`config.mk`:
```
export PLATFORM = sky130hd
export DESIGN_NAME = uart_tx_fifo
export DESIGN_NICKNAME = d
export VERILOG_FILES = /design/src/rtl/uart_pkg.sv /design/src/rtl/uart_fifo_ram.sv /design/src/rtl/uart_tx_fifo.sv
export SDC_FILE = /design/constraint.sdc
export NUM_CORES = 1
export LEC_CHECK = 0
export CORE_UTILIZATION = 27
export DETAILED_ROUTE_END_ITERATION = 12
export SYNTH_ARGS = -nofsm -noshare
export SYNTH_HDL_FRONTEND = slang
export SYNTH_SLANG_ARGS = --single-unit
```
`constraint.sdc`:
```
create_clock -name clk -period 2.86 [get_ports clk]
set_input_delay 0.858 -clock clk [delete_from_list [all_inputs] [get_ports clk]]
set_output_delay 0.858 -clock clk [all_outputs]
set_load 0.02 [all_outputs]
```
`src/rtl/uart_pkg.sv`:
```
// Shared UART constants: default data width, TX FIFO depth and the
// occupancy-counter width derivation used by the FIFO ports.
package uart_pkg;

    localparam int UART_DATA_WIDTH = 8;
    localparam int UART_FIFO_DEPTH = 16;

    // Occupancy must represent 0..depth inclusive, hence one extra bit.
    function automatic int count_width(input int depth);
        return $clog2(depth) + 1;
    endfunction

endpackage

```
`src/rtl/uart_fifo_ram.sv`:
```
// TX FIFO storage: one synchronous write port, one asynchronous read port,
// contents never reset so it maps onto distributed RAM.
module uart_fifo_ram
    import uart_pkg::*;
#(
    parameter int WIDTH = UART_DATA_WIDTH,
    parameter int DEPTH = UART_FIFO_DEPTH
) (
    input  logic                     clk,
    input  logic                     we,
    input  logic [$clog2(DEPTH)-1:0] waddr,
    input  logic [WIDTH-1:0]         wdata,
    input  logic [$clog2(DEPTH)-1:0] raddr,
    output logic [WIDTH-1:0]         rdata
);

    logic [WIDTH-1:0] mem [DEPTH];

    always_ff @(posedge clk) begin
        if (we) begin
            mem[waddr] <= wdata;
        end
    end

    // Show-ahead read: the head entry is visible without a read cycle.
    assign rdata = mem[raddr];

endmodule

```
`src/rtl/uart_tx_fifo.sv`:
```
// Transmit FIFO between the UART data register and the serializer:
// show-ahead valid/ready output, sticky overflow on dropped pushes.
module uart_tx_fifo
    import uart_pkg::*;
#(
    parameter int WIDTH = UART_DATA_WIDTH,
    parameter int DEPTH = UART_FIFO_DEPTH
) (
    input  logic                          clk,
    input  logic                          rst,
    input  logic                          flush,
    input  logic                          wr_en,
    input  logic [WIDTH-1:0]              wr_data,
    output logic                          out_valid,
    output logic [WIDTH-1:0]              out_data,
    input  logic                          out_ready,
    output logic                          full,
    output logic                          empty,
    output logic [count_width(DEPTH)-1:0] count,
    output logic                          overflow
);

    localparam int PTR_W = $clog2(DEPTH);
    localparam int CNT_W = count_width(DEPTH);
    localparam logic [CNT_W-1:0] DEPTH_C = CNT_W'(DEPTH);

    logic [PTR_W-1:0] wr_ptr_reg, wr_ptr_next;
    logic [PTR_W-1:0] rd_ptr_reg, rd_ptr_next;
    logic [CNT_W-1:0] count_reg, count_next;
    logic             overflow_reg, overflow_next;
    logic             push, pop, ram_we;

    // Status flags come only from registered count, so wr_en/out_ready
    // never reach them combinationally.
    assign empty     = (count_reg == '0);
    assign full      = (count_reg == DEPTH_C);
    assign count     = count_reg;
    assign overflow  = overflow_reg;
    assign out_valid = !empty;

    assign pop    = out_valid && out_ready;
    assign push   = wr_en && (!full || pop);
    assign ram_we = push && !rst && !flush;

    always_comb begin
        wr_ptr_next   = wr_ptr_reg;
        rd_ptr_next   = rd_ptr_reg;
        count_next    = count_reg;
        overflow_next = overflow_reg;
        if (rst || flush) begin
            wr_ptr_next   = '0;
            rd_ptr_next   = '0;
            count_next    = '0;
            overflow_next = 1'b0;
        end else begin
            if (push) begin
                wr_ptr_next = wr_ptr_reg + 1'b1;
            end
            if (pop) begin
                rd_ptr_next = rd_ptr_reg + 1'b1;
            end
            if (push && !pop) begin
                count_next = count_reg + 1'b1;
            end else if (pop && !push) begin
                count_next = count_reg - 1'b1;
            end
            if (wr_en && !push) begin
                overflow_next = 1'b1;
            end
        end
    end

    always_ff @(posedge clk) begin
        wr_ptr_reg   <= wr_ptr_next;
        rd_ptr_reg   <= rd_ptr_next;
        count_reg    <= count_next;
        overflow_reg <= overflow_next;
    end

    uart_fifo_ram #(
        .WIDTH (WIDTH),
        .DEPTH (DEPTH)
    ) u_ram (
        .clk   (clk),
        .we    (ram_we),
        .waddr (wr_ptr_reg),
        .wdata (wr_data),
        .raddr (rd_ptr_reg),
        .rdata (out_data)
    );

endmodule

```
After elaboration in Yosys (flattened, before gate mapping)
Memory sizes are Yosys's and may differ from the RTL's. A register that Yosys moved wholly into a read port is not among the register bits.
Index checks and enable logic that the tools add are counted.
Operators by class
  eq/ne operators: 1
  reductions and logical operators: 17
  $add $sub $neg: 4
  mux-type cells: 6
Operators with widths (count)
  2-to-1 mux 5 bit: 2
  adder 4 x 1 -> 4 bit, second input constant: 2
  2-to-1 mux 4 bit: 2
  logical AND 1 bit: 7
  zero test 1 bit: 6
  adder 5 x 1 -> 5 bit, second input constant: 1
  equality test 5 bit, second input constant: 1
  zero test 5 bit: 1
  subtractor 5 x 1 -> 5 bit, second input constant: 1
  logical OR 1 bit: 2
  2-to-1 mux 1 bit: 2
  nonzero test 2 bit: 1
Storage, ports and cells
  output and inout bits: 17
  bits in registers: 14
  memories: 1
  logic and storage cells: 33
  bits in writable memories: 128
Memories
  u_ram.mem: words 16, bits a word 8, rd ports 1, clocked after Yosys merged registers in 1, write ports 1, line uart_fifo_ram.sv:17  | logic [WIDTH-1:0] mem [DEPTH];

Depth between registers and ports, before layout
Gate-level depths: netlist of run 1.
  depth after elaboration: 9
  mapped depth: 11
  mapped depth without buffers: 10

Cells and area by module
From an unflattened synthesis of run 1, not the netlist that was laid out.
Second synthesis, totals
  cells, all modules: 306
  area total of the unflattened synthesis: 5768.0 µm²
By module, submodules not included
  uart_fifo_ram: cells an instance 221, area an instance 4987.3 µm², times used 1, seq. area each 3843.7 µm²
  uart_tx_fifo: cells an instance 85, area an instance 780.7 µm², times used 1, seq. area each 280.3 µm²

Worst setup path before layout of run 1
No wires, ideal clock.
  kind: register to register
  start: register count_reg[0], in the netlist count[0]
  end: register count_reg[3], in the netlist count[3]
  arrival: 2629 ps
  stages on the path, launching flop included: 12
  path buffers: 1
  setup slack: 109 ps
  setup time: 122 ps
  cells stage by stage: dfxtp_1 -> or4_4 -> buf_6 -> o31ai_4 -> inv_1 -> ha_1 -> inv_1 -> ha_1 -> a21o_1 -> a21oi_1 -> nor4_1 -> a311o_1
On the way
  longest elaborated chain between the ends: 8
RTL lines
  start, declared: line uart_tx_fifo.sv:29  | logic [CNT_W-1:0] count_reg, count_next;
  start signal, assigned: line uart_tx_fifo.sv:76  | count_reg <= count_next;
  branches (longest 8 deep; another with subtractor 5 x 1 -> 5 bit)
Parallel ways; which one is timed is not known. The select of a mux whose other input is x is not followed.
A chain may end at the register's enable or synchronous reset.

==> results of run 1 <==
synthesized netlist by cell type, types with 2 or more instances:
| master | instances |
|---|---|
| nor2b_1 | 2 |
| inv_1 | 7 |
| ha_1 | 9 |
| o211ai_1 | 2 |
| nor2_1 | 35 |
| mux4_2 | 32 |
| edfxtp_1 | 128 |
| buf_1 | 2 |
| dfxtp_1 | 18 |
| xor2_1 | 4 |
| a21oi_1 | 5 |
| and2_1 | 2 |
| buf_2 | 3 |
| nand3_1 | 6 |
| nand2_1 | 13 |
| mux2i_1 | 2 |
| nor4_1 | 2 |
| xnor2_1 | 2 |
| clkbuf_1 | 8 |
| a22oi_1 | 16 |
timing repair:
action                                  in CTS  in global routing
setup buffers                                3                  2
hold buffers                                 0                  0
endpoints found under the setup margin      11                  8
pin swaps                                    6                 12
resized for setup                           47                 20
cloned                                       1                  0
cell usage in the layout (no fill, tap or decap), types with 2 or more instances in the layout:
| cell type | n |
|---|---|
| xnor2_1 | 2 |
| ha_1 | 9 |
| mux2i_1 | 2 |
| edfxtp_1 | 128 |
| a22oi_2 | 12 |
| clkinv_4 | 2 |
| nand3_1 | 6 |
| buf_2 | 2 |
| a21oi_1 | 5 |
| buf_12 | 5 |
| inv_8 | 3 |
| clkinvlp_4 | 4 |
| buf_4 | 38 |
| a22oi_1 | 4 |
| dfxtp_1 | 17 |
| clkdlybuf4s50_1 | 18 |
| nor2_1 | 35 |
| inv_6 | 4 |
| and2_1 | 2 |
| nor2b_1 | 2 |
| dlygate4sd2_1 | 3 |
| nand2_1 | 12 |
| buf_6 | 8 |
| clkbuf_16 | 17 |
| inv_1 | 7 |
| mux4_2 | 32 |
| o211ai_1 | 2 |
| nor4_1 | 2 |
| xor2_1 | 4 |
area by class of cell:
class / instances / area [um2]
well taps: 275 / 344
flip-flops and latches: 146 / 4210
inverters: 7 / 26.3
multi-input cells: 150 / 1570
clock buffers: 18 / 429
clock inverters: 14 / 146
fillers: 1958 / 13600
repair buffers: 74 / 692
power breakdown:
part,total (mW),switching (mW),internal (mW),leakage (nW)
logic,0.617,0.310,0.307,0.887
clock network,2.15,0.918,1.23,0.270
registers,2.36,0.0212,2.34,1.30
total,5.12,1.25,3.87,2.46
per-stage QoR:
stage	setup WS (ps)	cell area (um2)	TNS [ps]
3_5_place_dp	-241	6730	-3260
6_report	-20.9	7410	-49.5
4_1_cts	-173	7370	-616
2_1_floorplan	109	5800	0
3_3_place_gp	-170	6730	-2230
5_1_grt	-151	7410	-610
path summary, 6_finish.rpt:
| path | from | cells after the start | end | slack [ps] |
|---|---|---|---|---|
| min | overflow | 2 | overflow | 500 |
| min reg2reg | overflow | 2 | overflow | 500 |
| max | flop | 6 | out_data[0] | -20 |
| max reg2reg | count[2] | 10 | count[4] | 160 |
layer usage:
layer,vias to the layer above,global-route usage (%),part of all wire (%)
met4,0,4.48,0.82
met5,-,0,0
met3,6,2.98,6.9
met2,101,19.5,49
li1,1420,-,-
met1,1565,15.7,44
worst max-delay path, stage by stage (launching register included):
cell     delay [ps]
dfxtp_4         390
buf_12          130
buf_4           110
mux4_2          500
a22oi_1         200
nand2_1         110
buf_2           180
cell families (layout without fill, tap and decap cells):
logic type      count (synthesis)  in the layout  synth area share (%)
buf+inv                        21            113                  1.55
xor+xnor                        6              6                 0.906
flops                         146            146                  72.5
fa+ha+maj                      10             10                  2.29
compound gates                 30             30                  4.01
mux                            36             36                  13.2
simple gates                   68             68                  5.54
==> results.ini, run 1 <==
[clock_network]
cts_made_buffers = 17
cts_sinks = 146
insertion_delay_ps = 410
cts_tree = built
cts_root_buf = clkbuf_16
htree_levels = 4
clkTransAtPathRegs_ps = 60
clockBufferDepth = 2

[global_routing]
track_usage_pct = 12.1
grt_overflow = 0
antenna_found_initial = 0
grt_pass1_vias = 3374
grt_pass1_wl_um = 19200
grt_max_degree = 28

[power_and_ir_drop]
report.power.total_mw = 5.12
p_leak_nw = 2.46
ir_drop_uv = 521
powerDensity_nw_per_um2 = 691

[setup_path]
cp.required_ps = 2000
critPathKind = reg -> out
arrival_ps = 2020
endpoint_kind = output pin
crit_path_max_fanout = 7
start_kind = flop

[final_layout]
syn_to_final_growth_pct = 27.8
layout-drive-gt1-share_pct = 34.0
largest_reg_flops = 128
diodes = 0
final_nets = 419
finalNonFillerCells = 684
postLayoutCoreUtil_pct = 35.3

[yosys]
ys_ff_latch = 146
ys.flop_type = edfxtp_1
synth_top_area_share_pct = 66.3
async_reset_ff_share_pct = 0
syn_nets = 340
synth_cells = 317
synth_top_area_cell = edfxtp_1
syn_area_um2 = 5800
syn_area_per_cell_um2 = 18.3
ys.warnings.count = 0
synth_top_cells_by_area = edfxtp_1 66%, mux4_2 12%, dfxtp_1 6.2%
seq_area_frac_synth_pct = 72.5
synth_edf_count = 128
synth_cell_type_count = 39

[placement]
routabilityCongestion = 0.770
dp.cells = 648
port_buffers = 29
dpl.hpwl_um = 7950

[timing]
fin_crit_sh_pct = 101
slew_headroom_pct = 34.2
slew_violations = 0
holdWs_ps = 501
hold_viol = 0
fmax_mhz = 347
setup_viol = 3
fin_skew_ps = 6.65
worst_pin_slew_ps = 983
rsz0062_at_grt = true
period_needed_ps = 2880
setup_ws_ps = -20.9

[route]
routedWlPerCell_um = 18.0
via_per_inst = 4.52
drtPass1Iterations = 5
wl_um = 12300
dr_total_vias = 3092
ant_nets = 0
drc_errors = 0
drtIter0Drc = 216

[floorplan]
dieWidth_um = 149
ios = 30
coreArea_um2 = 21000
die_y_um = 149
row_count = 53
die-area_um2 = 22100
start_util_pct = 27.6

[status]
violations = setup timing
outcome = complete, but fails checks

[run]
cap_violations = 0

[min_path]
hold_class = reg -> reg

Note: power is estimated with default switching activity, not from simulation.
==> run 2, diff against run 1 <==
- clock period: 2.86 -> 3.3 ns (I/O delays scaled with it)
==> run 2 against run 1 <==
Net effect:
- the flow now finishes without violations
- count of clock-buffer cells in the layout up 1
- first-iteration DRC count is 0.93% lower
- register-to-register slack improved by 380 ps
- core utilization decreased by 0.67 points
- non-clock buffer count shrank 18
- via count fell by 2.0%
- hold slack lost 25 ps
- sequential power shrank 13%
- clock power is 4% lower
- worst setup slack gained 120 ps
- clock skew is 0.66 ps higher
- critical endpoint is now out_data[3]
- largest cell class unchanged
- highest routed layer unchanged
==> results.ini, run 2 (same netlist as run 1, synthesis figures left out) <==
[timing]
fin_skew_ps = 7.32  ; +0.663 ps
hold_viol = 0  ; unchanged
slew_violations = 0  ; unchanged
rsz0062_at_grt = false
period_needed_ps = 3200
holdWs_ps = 476  ; -24.9 ps
slew_headroom_pct = 36.8  ; +2.6 points
setup_viol = 0  ; -3
fin_crit_sh_pct = 97.0
fmax_mhz = 312
worst_pin_slew_ps = 944  ; -38.8 ps

[final_layout]
stdcell_area_um2 = 7270  ; -1.9%
syn_to_final_growth_pct = 25.4
postLayoutCoreUtil_pct = 34.6  ; -0.67 points
final_nets = 401  ; -4.3%
final_cell_mix = 128 x edfxtp_1, 35 x nor2_1, 32 x mux4_2
largest_reg_flops = 128  ; unchanged
final_common_cell = edfxtp_1
layout-drive-gt1-share_pct = 27.2  ; -6.8 points
diodes = 0  ; unchanged

[floorplan]
row_count = 53  ; unchanged
start_util_pct = 27.6  ; unchanged
ios = 30  ; unchanged
coreArea_um2 = 21000  ; unchanged
die_y_um = 149  ; unchanged
die-area_um2 = 22100  ; unchanged
dieWidth_um = 149  ; unchanged

[power_and_ir_drop]
report.power.total_mw = 4.58  ; -11%
ir_drop_uv = 369  ; -29%
p_leak_nw = 2.40  ; -2.4%
powerDensity_nw_per_um2 = 629  ; -8.9%

[clock_network]
insertion_delay_ps = 410  ; about the same
clkTransAtPathRegs_ps = 60  ; about the same
cts_root_buf = clkbuf_16
cts_tree = built
cts_setup_buffers = 0  ; -3
htree_levels = 4  ; unchanged
cts_sinks = 146  ; unchanged
clockBufferDepth = 2  ; unchanged
cts_made_buffers = 17  ; unchanged
ctsHoldBuffers = 0  ; unchanged

[placement]
routabilityCongestion = 0.814  ; +5.7%
dpl.hpwl_um = 7680  ; -3.4%
placed_area_um2 = 6590  ; -2.0%
port_buffers = 29  ; unchanged

[route]
via_per_inst = 4.56  ; +0.79%
dr_total_vias = 3030  ; -2.0%
drtIter0Drc = 214  ; -0.93%
wl_um = 11900  ; -3.5%
drtPass1Iterations = 6  ; +1
drc_errors = 0  ; unchanged
ant_nets = 0  ; unchanged
routedWlPerCell_um = 17.8  ; -0.76%

[setup_path]
endpoint_kind = output pin
crit_path_max_incr_delay_ps = 500  ; about the same
critPathKind = reg -> out
crit_path_max_fanout = 12  ; +5
crit_slowest_cell = mux4_2
start_kind = flop
critical_path.cell_chain = bufbuf_16 > mux4_2 > a22oi_1 > nand2_1 > dlygate4sd2_1
arrival_ps = 2210  ; +190 ps
cp.required_ps = 2310  ; +310 ps

[min_path]
hold_class = reg -> reg

[global_routing]
grt_max_degree = 33  ; +18%
grt_pass1_wl_um = 18600  ; -3.0%
antenna_found_initial = 0  ; unchanged
track_usage_pct = 11.7  ; -0.34 points
grt_overflow = 0  ; unchanged
grt_pass1_vias = 3249  ; -3.7%

[status]
outcome = finished, final reports clean

[run]
cap_violations = 0  ; unchanged

## run 2: cell types whose count changed in the layout (fill, tap and decap cells not counted), sizes merged, moves of 3 or more
cell and delta:
buf -27, bufinv +4, clkbuf +4, inv -4
clkinvlp -3
## run 2: through the flow
stage / setup WS, ps / instances / TNS (ps)
finish: 99.6 / 665 / 0
global route: 6.23 / 665 / 0
CTS: 24.5 / 665 / 0
detailed placement: -37.1 / 633 / -37.1
global placement: 87.6 / 633 / 0
floorplan: 549 / 317 / 0
## run 2: final timing paths
| kind | startpoint | end | slack, ps | cells after the start |
|---|---|---|---|---|
| max | flop | out_data[3] | 100 | 5 |
| max reg2reg | count[0] | count[3] | 540 | 10 |
| min | overflow | overflow | 480 | 2 |
| min reg2reg | overflow | overflow | 480 | 2 |
## run 2: layer usage
metal / global-route usage (%) / wire length (um) / vias up / part of all wire [%]
met1: 15.5 / 5350 / 1552 / 45
met2: 18.5 / 5670 / 88 / 48
met5: 0 / 0 / - / 0
met4: 3.87 / 132 / 0 / 1.1
li1: - / - / 1379 / -
met3: 3.34 / 715 / 11 / 6.0
## run 2: where the power goes
| part | total, mW | internal (mW) | switching [mW] | leakage, nW |
|---|---|---|---|---|
| clock | 2.06 | 1.34 | 0.722 | 0.308 |
| sequential | 2.05 | 2.03 | 0.0232 | 1.30 |
| combinational | 0.461 | 0.218 | 0.243 | 0.789 |
## run 2: timing repair
action,in CTS,in global routing
gates resized for setup,13,9
hold endpoints to repair,0,0
cloned,1,0
endpoints found under the setup margin,8,6
## run 2: worst max-delay path: cells and delay by family (launching register included)
kind	cells	cell delay, ps
muxes	1	500
DFF	1	390
and+or+nand+nor	1	70
AOI/OAI and AO/OA	1	190
buffers and inverters	2	640
## run 2: final cells by class
cell class	instances	area [um2]
Fill cell	1976	13700
Sequential cell	146	4210
Multi-Input combinational cell	150	1530
Timing Repair Buffer	56	528
Clock buffer	19	433
Tap cell	275	344
Clock inverter	12	203
Inverter	7	26.3
==> run 3, diff against run 2 <==
- clock period: 3.3 -> 2.71 ns (I/O delays scaled with it)
==> run 3 against run 2 <==
Net effect:
- the run now ends with setup timing left
- count of clock-buffer cells in the layout shrank 1
- total power grew 21%
- non-clock buffer count is 21 higher
- flip-flop and latch count is the same
- via count is 4.4% higher
- first-iteration DRC count is 11% lower
- core utilization increased by 1.1 points
- routed wire length increased by 7.0%
- sequential share of layout area fell by 1.8 points
- cell count increased by 3.2%
- sequential power rose by 22%
- highest routed layer unchanged
==> results.ini, run 3 (same netlist as run 1, synthesis figures left out) <==
[power_and_ir_drop]
powerDensity_nw_per_um2 = 735  ; +17%
p_leak_nw = 2.49  ; +4.1%
ir_drop_uv = 499  ; +35%

[setup_path]
critical_path.cell_chain = buf_12 > buf_6 > mux4_2 > a22oi_2 > nand2_2 > buf_6
path_buf_inv = 3  ; +1
r2r_start = count[1]
critPathKind = reg -> out
cp.required_ps = 1900  ; -410 ps
arrival_ps = 2030  ; -180 ps
r2r_cells = 10  ; unchanged
endpoint_kind = output pin
r2r_end = count[3]
start_kind = flop
crit_path_max_fanout = 7  ; -5
crit_slowest_cell = mux4_2
r2r_slack_ps = 100  ; -440 ps
crit_path_max_incr_delay_ps = 510  ; about the same
crit_family = multiplexers
crit_path_frequent_cell = buf_6

[clock_network]
cts_tree = built
cts_sinks = 146  ; unchanged
cts_root_buf = clkbuf_16
clkTransAtPathRegs_ps = 60  ; about the same
htree_levels = 4  ; unchanged
insertion_delay_ps = 430  ; +20 ps
ctsHoldBuffers = 0  ; unchanged
cts_made_buffers = 17  ; unchanged
clockBufferDepth = 2  ; unchanged

[floorplan]
die-area_um2 = 22100  ; unchanged
ios = 30  ; unchanged
dieWidth_um = 149  ; unchanged
die_y_um = 149  ; unchanged
coreArea_um2 = 21000  ; unchanged
start_util_pct = 27.6  ; unchanged
row_count = 53  ; unchanged

[timing]
hold_viol = 0  ; unchanged
worst_pin_slew_ps = 617  ; -327 ps
slew_headroom_pct = 58.7  ; +22 points
fin_crit_sh_pct = 105
holdWs_ps = 491  ; +15.3 ps
setup_ws_ps = -133  ; -232 ps
period_needed_ps = 2840
slew_violations = 0  ; unchanged
fmax_mhz = 352
setup_viol = 8  ; +8
fin_skew_ps = 16.5  ; +9.22 ps
rsz0062_at_grt = true

[route]
drtPass1Iterations = 5  ; -1
drtIter0Drc = 190  ; -11%
drc_errors = 0  ; unchanged
via_per_inst = 4.61  ; +1.2%
dr_total_vias = 3162  ; +4.4%
routedWlPerCell_um = 18.5  ; +3.7%
wl_um = 12700  ; +7.0%
ant_nets = 0  ; unchanged

[final_layout]
layout-drive-gt1-share_pct = 36.5  ; +9.3 points
syn_to_final_growth_pct = 29.6
postLayoutCoreUtil_pct = 35.7  ; +1.1 points
diodes = 0  ; unchanged
final_nets = 422  ; +5.2%
final_common_cell = edfxtp_1
largest_reg_flops = 128  ; unchanged
final_cell_mix = 128 x edfxtp_1, 39 x buf_4, 35 x nor2_1

[min_path]
hold_class = reg -> reg
hold_depth = 2  ; unchanged
hp-start = overflow
worstHoldEndpoint = overflow

[global_routing]
track_usage_pct = 12.5  ; +0.75 points
grt_pass1_vias = 3299  ; +1.5%
grt_pass1_wl_um = 19500  ; +4.8%
grt_overflow = 0  ; unchanged
antenna_found_initial = 0  ; unchanged
grt_max_degree = 30  ; -9.1%

[placement]
dpl.hpwl_um = 8030  ; +4.6%
port_buffers = 29  ; unchanged
routabilityCongestion = 0.765  ; -6.0%

[status]
outcome = complete, but fails checks
violations = setup timing

[run]
cap_violations = 0  ; unchanged

[run 3: cell types whose count changed in the layout (fill, tap and decap cells not counted), sizes merged]
| cell | previous run | this run |
|---|---|---|
| buf | 26 | 57 |
| clkbuf | 22 | 18 |
| dlygate4sd2 | 5 | 1 |
| clkinv | 3 | 6 |
| bufinv | 5 | 3 |
| clkdlybuf4s50 | 20 | 18 |
| bufbuf | 1 | 0 |
| clkdlybuf4s15 | 0 | 1 |
| clkinvlp | 1 | 2 |
| dlymetal6s2s | 1 | 0 |
| inv | 10 | 9 |
[run 3: how the worst max path moves through the flow]
stage	startpoint	to	slack (ps)	cells past startpoint
3_5_place_dp	out_ready	count[3]	-370	10
2_1_floorplan	count[0]	count[3]	20	11
6_report	flop	out_data[6]	-130	6
3_3_place_gp	out_ready	count[3]	-260	10
4_1_cts	flop	out_data[3]	-190	6
5_1_grt	flop	out_data[7]	-200	6
[run 3: cell type report]
cell class              count  area [um2]
clock buffers              18         429
clock inverters            13         161
fillers                  1956       13500
inverters                   7        26.3
multi-input cells         150        1600
flip-flops and latches    146        4210
well taps                 275         344
repair buffers             77         748
[run 3: layer usage]
| metal | wire length [um] | GRT usage [%] |
|---|---|---|
| met5 | 0 | 0 |
| met4 | 74 | 5.26 |
| met3 | 602 | 2.88 |
| met2 | 6090 | 18.9 |
| met1 | 5940 | 17.1 |
[run 3: report_power, final]
group | switching (mW) | internal [mW] | total [mW]
Clock | 0.901 | 1.44 | 2.34
Combinational | 0.339 | 0.349 | 0.688
Sequential | 0.0261 | 2.47 | 2.50
Total | 1.27 | 4.26 | 5.53
[run 3: timing repair]
| item | 4_1_cts | 5_1_grt |
|---|---|---|
| gates cloned | 2 | 0 |
| setup buffers | 4 | 2 |
| resized for setup | 69 | 13 |
| pin swaps | 12 | 8 |
| endpoints found under the setup margin | 12 | 13 |
[run 3: through the flow]
step                setup TNS (ps)  worst slack [ps]  cells  power, mW  instance area [um2]
detailed placement           -1720              -373    648       3.17                 6720
global placement             -1320              -256    648       3.15                 6720
floorplan                        0              21.6    317       2.91                 5800
finish                        -695              -133    686       5.53                 7510
global route                 -1320              -196    686       5.71                 7510
CTS                          -1110              -187    685       5.57                 7490
[run 3: worst register-to-register path, delay by kind of cell, from the launching register on]
family	cells	cell delay, ps
AND/OR/NAND/NOR	2	640
flip-flops	1	360
AO/OA/AOI/OAI	4	880
adder cells (fa/ha/maj)	2	450
buffers and inverters	2	180
